**config.mk**
```make
export PLATFORM = sky130hd
export DESIGN_NAME = dcache_ctrl
export DESIGN_NICKNAME = d
export VERILOG_FILES = /design/src/rtl/dcache_pkg.sv /design/src/rtl/dcache_sram.sv /design/src/rtl/dcache_ctrl.sv
export SDC_FILE = /design/constraint.sdc
export NUM_CORES = 2
export LEC_CHECK = 0
export CAP_MARGIN = 20
export CORE_MARGIN = 8
export CORE_UTILIZATION = 35
export DETAILED_ROUTE_END_ITERATION = 8
export HOLD_SLACK_MARGIN = 0.08
export PLACE_DENSITY = 0.49
export SLEW_MARGIN = 10
export SYNTH_ARGS = -nofsm -noshare
export SYNTH_HDL_FRONTEND = slang
export SYNTH_MEMORY_MAX_BITS = 65536
export SYNTH_SLANG_ARGS = --single-unit
```
**constraint.sdc**
```tcl
create_clock -name clk_i -period 21.4 [get_ports clk_i]
set_input_delay 4.28 -clock clk_i [delete_from_list [all_inputs] [get_ports clk_i]]
set_output_delay 4.28 -clock clk_i [all_outputs]
set_load 0.05 [all_outputs]
```
**src/rtl/dcache_pkg.sv**
```systemverilog
// ----------------------------------------------------------------------------
// dcache_pkg
// Shared geometry, state encoding and helpers for the direct-mapped
// write-back data cache controller (dcache_ctrl) and its storage (dcache_sram).
//   Geometry : 16 sets x 32-byte lines (8 x 32-bit words)
//   Address  : tag [31:9] | index [8:5] | word [4:2] | byte [1:0]
// ----------------------------------------------------------------------------
package dcache_pkg;

    localparam int ADDR_W     = 32;
    localparam int WORD_W     = 32;
    localparam int SETS       = 16;
    localparam int LINE_BITS  = 256;
    localparam int WORDS      = LINE_BITS / WORD_W;   // 8 words per line
    localparam int OFF_W      = 5;                    // byte offset within line
    localparam int IDX_W      = 4;                    // set index width
    localparam int WSEL_W     = 3;                    // word select width
    localparam int TAG_W      = 23;

    typedef enum logic [1:0] {
        ST_IDLE      = 2'd0,
        ST_WRITEBACK = 2'd1,
        ST_ALLOCATE  = 2'd2,
        ST_FILL      = 2'd3
    } state_e;

    // Extract one 32-bit word from a cache line.
    function automatic logic [WORD_W-1:0] line_word(
        input logic [LINE_BITS-1:0] line,
        input logic [WSEL_W-1:0]    sel
    );
        return line[sel*WORD_W +: WORD_W];
    endfunction

endpackage

```
**src/rtl/dcache_sram.sv**
```systemverilog
// ----------------------------------------------------------------------------
// dcache_sram
// Tag / valid / dirty / data storage for the data cache.
// Asynchronous read of the set selected by idx_i; synchronous writes.
// Reset clears only the valid and dirty bits; tag and data are left as-is.
// Ports:
//   clk_i, rst_i       clock, asynchronous active-high reset
//   idx_i              set index used for both read and write
//   rd_valid_o/dirty_o state bits of the selected set
//   rd_tag_o           stored tag of the selected set
//   rd_line_o          stored line of the selected set
//   fill_en_i          write fill_tag_i/fill_line_i, set valid, clear dirty
//   store_en_i         write store_data_i into word store_word_i, set dirty
// ----------------------------------------------------------------------------
module dcache_sram
    import dcache_pkg::*;
(
    input  logic                 clk_i,
    input  logic                 rst_i,
    input  logic [IDX_W-1:0]     idx_i,
    output logic                 rd_valid_o,
    output logic                 rd_dirty_o,
    output logic [TAG_W-1:0]     rd_tag_o,
    output logic [LINE_BITS-1:0] rd_line_o,
    input  logic                 fill_en_i,
    input  logic [TAG_W-1:0]     fill_tag_i,
    input  logic [LINE_BITS-1:0] fill_line_i,
    input  logic                 store_en_i,
    input  logic [WSEL_W-1:0]    store_word_i,
    input  logic [WORD_W-1:0]    store_data_i
);

    logic [SETS-1:0]      r_valid;
    logic [SETS-1:0]      r_dirty;
    logic [TAG_W-1:0]     r_tag_mem  [SETS];
    logic [LINE_BITS-1:0] r_line_mem [SETS];
    logic [LINE_BITS-1:0] w_store_line;

    assign rd_valid_o = r_valid[idx_i];
    assign rd_dirty_o = r_dirty[idx_i];
    assign rd_tag_o   = r_tag_mem[idx_i];
    assign rd_line_o  = r_line_mem[idx_i];

    // Merge the store word into the current line contents.
    genvar gi;
    generate
        for (gi = 0; gi < WORDS; gi++) begin : g_merge
            assign w_store_line[gi*WORD_W +: WORD_W] =
                (store_word_i == WSEL_W'(gi)) ? store_data_i
                                              : rd_line_o[gi*WORD_W +: WORD_W];
        end
    endgenerate

    always_ff @(posedge clk_i or posedge rst_i) begin
        if (rst_i) begin
            r_valid <= '0;
            r_dirty <= '0;
        end else if (fill_en_i) begin
            r_valid[idx_i] <= 1'b1;
            r_dirty[idx_i] <= 1'b0;
        end else if (store_en_i) begin
            r_dirty[idx_i] <= 1'b1;
        end
    end

    // Tag/data arrays carry no reset; validity is governed by r_valid.
    always_ff @(posedge clk_i) begin
        if (fill_en_i) begin
            r_tag_mem[idx_i]  <= fill_tag_i;
            r_line_mem[idx_i] <= fill_line_i;
        end else if (store_en_i) begin
            r_line_mem[idx_i] <= w_store_line;
        end
    end

endmodule

```
**src/rtl/dcache_ctrl.sv**
```systemverilog
// ----------------------------------------------------------------------------
// dcache_ctrl
// Direct-mapped, write-back, write-allocate data cache controller for the
// MEM stage. Hits complete with zero added latency; misses stall the pipeline
// while a dirty victim is written back and the requested line is fetched.
// Ports:
//   clk_i, rst_i               clock, asynchronous active-high reset
//   cpu_req_i/wr_i/addr_i/data_i  pipeline load/store request (held while stalled)
//   cpu_data_o                 load data (valid when req && !stall)
//   cpu_stall_o                pipeline stall
//   mem_req_o/wr_o/addr_o/data_o  line-granular off-chip request
//   mem_data_i, mem_ack_i      fetched line and single-cycle completion pulse
// ----------------------------------------------------------------------------
module dcache_ctrl
    import dcache_pkg::*;
(
    input  logic                 clk_i,
    input  logic                 rst_i,
    input  logic                 cpu_req_i,
    input  logic                 cpu_wr_i,
    input  logic [ADDR_W-1:0]    cpu_addr_i,
    input  logic [WORD_W-1:0]    cpu_data_i,
    output logic [WORD_W-1:0]    cpu_data_o,
    output logic                 cpu_stall_o,
    output logic                 mem_req_o,
    output logic                 mem_wr_o,
    output logic [ADDR_W-1:0]    mem_addr_o,
    output logic [LINE_BITS-1:0] mem_data_o,
    input  logic [LINE_BITS-1:0] mem_data_i,
    input  logic                 mem_ack_i
);

    state_e               r_state;
    state_e               w_state_next;

    logic [IDX_W-1:0]     w_idx;
    logic [TAG_W-1:0]     w_tag;
    logic [WSEL_W-1:0]    w_word;
    logic                 w_valid;
    logic                 w_dirty;
    logic [TAG_W-1:0]     w_tag_rd;
    logic [LINE_BITS-1:0] w_line_rd;
    logic                 w_hit;
    logic                 w_fill_en;
    logic                 w_store_en;

    assign w_idx  = cpu_addr_i[OFF_W +: IDX_W];
    assign w_tag  = cpu_addr_i[ADDR_W-1 -: TAG_W];
    assign w_word = cpu_addr_i[2 +: WSEL_W];

    dcache_sram u_sram (
        .clk_i        (clk_i),
        .rst_i        (rst_i),
        .idx_i        (w_idx),
        .rd_valid_o   (w_valid),
        .rd_dirty_o   (w_dirty),
        .rd_tag_o     (w_tag_rd),
        .rd_line_o    (w_line_rd),
        .fill_en_i    (w_fill_en),
        .fill_tag_i   (w_tag),
        .fill_line_i  (mem_data_i),
        .store_en_i   (w_store_en),
        .store_word_i (w_word),
        .store_data_i (cpu_data_i)
    );

    assign w_hit      = w_valid && (w_tag_rd == w_tag);
    assign cpu_data_o = line_word(w_line_rd, w_word);
    // While in WRITEBACK the selected set is still the victim, because the
    // pipeline holds cpu_addr_i stable and the array read is asynchronous.
    assign mem_data_o = w_line_rd;

    always_ff @(posedge clk_i or posedge rst_i) begin
        if (rst_i) begin
            r_state <= ST_IDLE;
        end else begin
            r_state <= w_state_next;
        end
    end

    always_comb begin
        w_state_next = r_state;
        cpu_stall_o  = 1'b0;
        mem_req_o    = 1'b0;
        mem_wr_o     = 1'b0;
        mem_addr_o   = '0;
        w_fill_en    = 1'b0;
        w_store_en   = 1'b0;

        unique case (r_state)
            ST_IDLE: begin
                if (cpu_req_i) begin
                    if (w_hit) begin
                        w_store_en = cpu_wr_i;
                    end else begin
                        cpu_stall_o  = 1'b1;
                        w_state_next = (w_valid && w_dirty) ? ST_WRITEBACK
                                                            : ST_ALLOCATE;
                    end
                end
            end
            ST_WRITEBACK: begin
                cpu_stall_o = 1'b1;
                mem_req_o   = 1'b1;
                mem_wr_o    = 1'b1;
                mem_addr_o  = {w_tag_rd, w_idx, {OFF_W{1'b0}}};
                if (mem_ack_i) begin
                    w_state_next = ST_ALLOCATE;
                end
            end
            ST_ALLOCATE: begin
                cpu_stall_o = 1'b1;
                mem_req_o   = 1'b1;
                mem_addr_o  = {cpu_addr_i[ADDR_W-1:OFF_W], {OFF_W{1'b0}}};
                if (mem_ack_i) begin
                    w_fill_en    = 1'b1;
                    w_state_next = ST_FILL;
                end
            end
            ST_FILL: begin
                // One bubble so the retried access sees the new line in IDLE.
                cpu_stall_o  = 1'b1;
                w_state_next = ST_IDLE;
            end
            default: begin
                w_state_next = ST_IDLE;
            end
        endcase
    end

endmodule

```
==> summary.txt <==
==========================================================================================
CP max stage cell                                                             clkdlybuf4s50_1
Highest cell delay on the worst timing path                                        0.77 ns
Dominant delay contributor by cell family on the critical path                buffers and inverters
Post-synthesis register bit count                                                    4,498
Combinational Power Share                                                            0.103
Global routing usage summed across all routing layers                                0.212
Worst setup margin                                                                 7.23 ns
Final count of hold timing violations                                                    0
Cell area reported after detailed placement                                    193,000 um2
Number of ports placed on the die boundary                                             648
DRC violations left                                                                      0
Net total in the final layout                                                        8,933
Violation count after the first detailed-routing iteration                           9,232
Critical Path, Cell by Cell                                                   buf_16, buf_12, buf_12, buf_12, mux4_2, mux4_2, nand2_1, nand2_1, a22o_1, a222oi_1, o21ai_0, clkdlybuf4s50_1
Register area share after synthesis                                                  0.757
Setup repair after global routing missed its margin                                     no
Number of clock sinks                                                                4,498
Pins Over Slew Limit                                                                     0
Clock insertion delay at the later pin of the skew report                          1.05 ns
Seq. cell area                                                                 135,000 um2
Final critical-path share of the clock period                                        0.662
Levels on crit path                                                                     12
Max Root-Sink Buffers                                                                    4
Worst relative slew slack                                                            0.226
CTS H-tree depth                                                                         5
Worst reg2reg setup slack                                                         14.17 ns
Area enclosed by the die boundary                                              532,000 um2
Hold-fix buffers, CTS                                                                    0
Layout fillers                                                                      44,300
First-pass GRT wire length                                                          785 mm
IR Drop Worst-Case VDD                                                             73.1 uV
Transition time at the pin with the least slew margin                              1.16 ns
Source of the critical timing path                                            cpu_addr_i[5]
Worst setup slack before clock tree synthesis                                      7.15 ns
Startpoint class of the critical path                                         primary input
Initial antenna violation count                                                         76
Clock edge transition at the registers on the reported setup and hold paths        0.06 ns
Max-cap violations                                                                       0
Cell Int Power                                                                    0.0152 W
Total power divided by cell area                                               96.6 nW/um2
Drt pass-1 iters                                                                         5
Leakage power summed over all cells                                                65.1 nW
Max Clock Freq                                                                  0.0706 GHz
Result of the run                                                             finished clean
DIE WIDTH                                                                           730 um
Most common library cell in the layout ignoring fill and taps                     edfxtp_1
Number of gates resized after CTS                                                        0
Reg-to-reg endpoint                                                           u_sram.r_line_mem[13][124]
Required time of the critical path                                                17.12 ns
Detailed Place HPWL                                                                 330 mm
Worst clock skew on the final layout                                              0.103 ns
Prevailing post-synth register cell                                               edfxtp_1
Overflow after GRT                                                                       0
CP arrival                                                                         9.89 ns
Fraction of power spent switching nets                                               0.246
Class of the tightest hold or removal check                                   register to register
Nature of the critical path endpoint                                            output pin
Min Clock Period, post-route                                                      14.17 ns
Clock tree from TritonCTS                                                             done
Syn avg cell area                                                                 23.2 um2
Leading cell types in the layout, fill and taps excluded                      edfxtp_1, mux4_2, clkdlybuf4s50_1, clkbuf_16, nand2_1
Fraction of synthesis flops using an asynchronous set or reset pin                 0.00756
Worst R2R Path Depth                                                                    12
Biggest fanout along the worst timing path                                              98
Synth Instances                                                                      7,690
Area grow syn2layout                                                                 17.3%
Total of warnings raised by yosys                                                        0
Vias in the first global route                                                      91,900
Number of flops mapped to enable cells by yosys                                      4,464
Cell with the most instances on the worst path                                      buf_12
Average wire per cell in the routed design                                         36.6 um
Core region area                                                               508,000 um2
Num rows                                                                               262
Part of the power in the clock network                                               0.407
Post-Synthesis Cell Area                                                       178,000 um2
Starting utilization of the core area                                                0.351
Total negative slack                                                                  0 ns
Clock root buffer master                                                         clkbuf_16
Share of cells above drive strength 1                                                0.284
Total area of multi-input combinational cells                                   41,500 um2
Switching power                                                                  0.00496 W
Destination of the critical timing path                                       cpu_data_o[31]
IO Port Bufs                                                                           640
Via count                                                                           88,300
Postcts setup bufs                                                                       0
Post-layout instance area                                                      209,000 um2
Number of unique standard cell types used by synthesis                                  60
Buffers & Inverters on Critical Path                                                     5
Vias per inst                                                                         5.59
Final setup violation count                                                              0
Floorplan die height                                                                730 um
Remaining antenna violation count after routing                                          0
Reg power frac                                                                       0.491
Worst flop-to-flop path startpoint                                            u_sram.r_tag_mem[7][21]
Clock buffer count from CTS                                                            482
Largest net degree at the start of global routing                                      133
Critical path start-end classification                                        primary input to output pin
Total Wirelength                                                                    577 mm
Placer congestion estimate                                                           0.771
==========================================================================================
[cell families after synthesis]
family                     count (synthesis)  share of synthesized area
and+or+nand+nor                          593                     0.0142
adders and majority gates                  3                   0.000211
AOI/OAI and AO/OA                        204                    0.00795
buffers and inverters                    467                     0.0115
DFF                                     4498                      0.757
muxes                                   1897                      0.208
xor gates and xnor gates                  27                    0.00133
other                                      1                  0.0000210
[metal layers]
layer | GRT usage | part of all wire
met2 | 0.363 | 0.50
met5 | 0 | 0.00025
met4 | 0.0520 | 0.026
met3 | 0.0354 | 0.067
met1 | 0.282 | 0.40
[sequential cells by signal (all words and copies together), names as in the netlist, named ones only]
name,count
r_state,2
u_sram.r_line_mem,4096
u_sram.r_tag_mem,368
u_sram.r_valid,16
[layout make-up]
cell class	count	share of cell area
multi-input combinational	2729	0.199
inverter	24	0.000473
clock buffer	593	0.0599
sequential	4498	0.645
antenna	30	0.000359
timing repair buffer	870	0.0408
tap	6732	0.0403
clock inverter	306	0.0144
[power by group through the flow]
stage,clock [W],combinational [W],sequential (W)
floorplan,0,0.00119,0.0102
global placement,0,0.00209,0.0101
detailed placement,0,0.00211,0.0101
CTS,0.00838,0.00211,0.00992
global route,0.00869,0.00216,0.00992
finish,0.00821,0.00207,0.00992
[per-stage QoR]
stage	util	cells	hold WS, ns	power, W
3_3_place_gp	0.381	14900	0.447	0.0122
6_report	0.411	15800	0.469	0.0202
5_1_grt	0.411	15800	0.481	0.0208
3_5_place_dp	0.381	14900	0.450	0.0122
4_1_cts	0.411	15800	0.465	0.0204
2_1_floorplan	-	7694	0.434	0.0113
[synthesized netlist by cell type, types with 36 or more instances]
| cell | number | share of area |
|---|---|---|
| edfxtp_1 | 4464 | 0.75 |
| mux4_2 | 1396 | 0.18 |
| nand2_1 | 431 | 0.0091 |
| mux2_1 | 240 | 0.015 |
| clkbuf_1 | 230 | 0.0048 |
| mux2_2 | 199 | 0.013 |
| buf_2 | 124 | 0.0035 |
| buf_1 | 65 | 0.0014 |
| mux2i_1 | 61 | 0.0034 |
| a22oi_1 | 58 | 0.0024 |
| o21ai_0 | 45 | 0.0013 |
| nand3_1 | 36 | 0.0010 |
[how the worst min path moves through the flow]
| stage | start | end | slack [ns] | cells past startpoint |
|---|---|---|---|---|
| after detailed placement | u_sram.r_valid[1] | u_sram.r_valid[1] | 0.45 | 1 |
| final | u_sram.r_valid[2] | u_sram.r_valid[2] | 0.47 | 1 |
| after global placement | u_sram.r_valid[4] | u_sram.r_valid[4] | 0.45 | 1 |
| after global routing | u_sram.r_valid[1] | u_sram.r_valid[1] | 0.48 | 1 |
| after floorplan | u_sram.r_valid[12] | u_sram.r_valid[12] | 0.43 | 1 |
| after CTS | u_sram.r_valid[13] | u_sram.r_valid[13] | 0.46 | 1 |
Note: power is estimated with default switching activity, not from simulation.
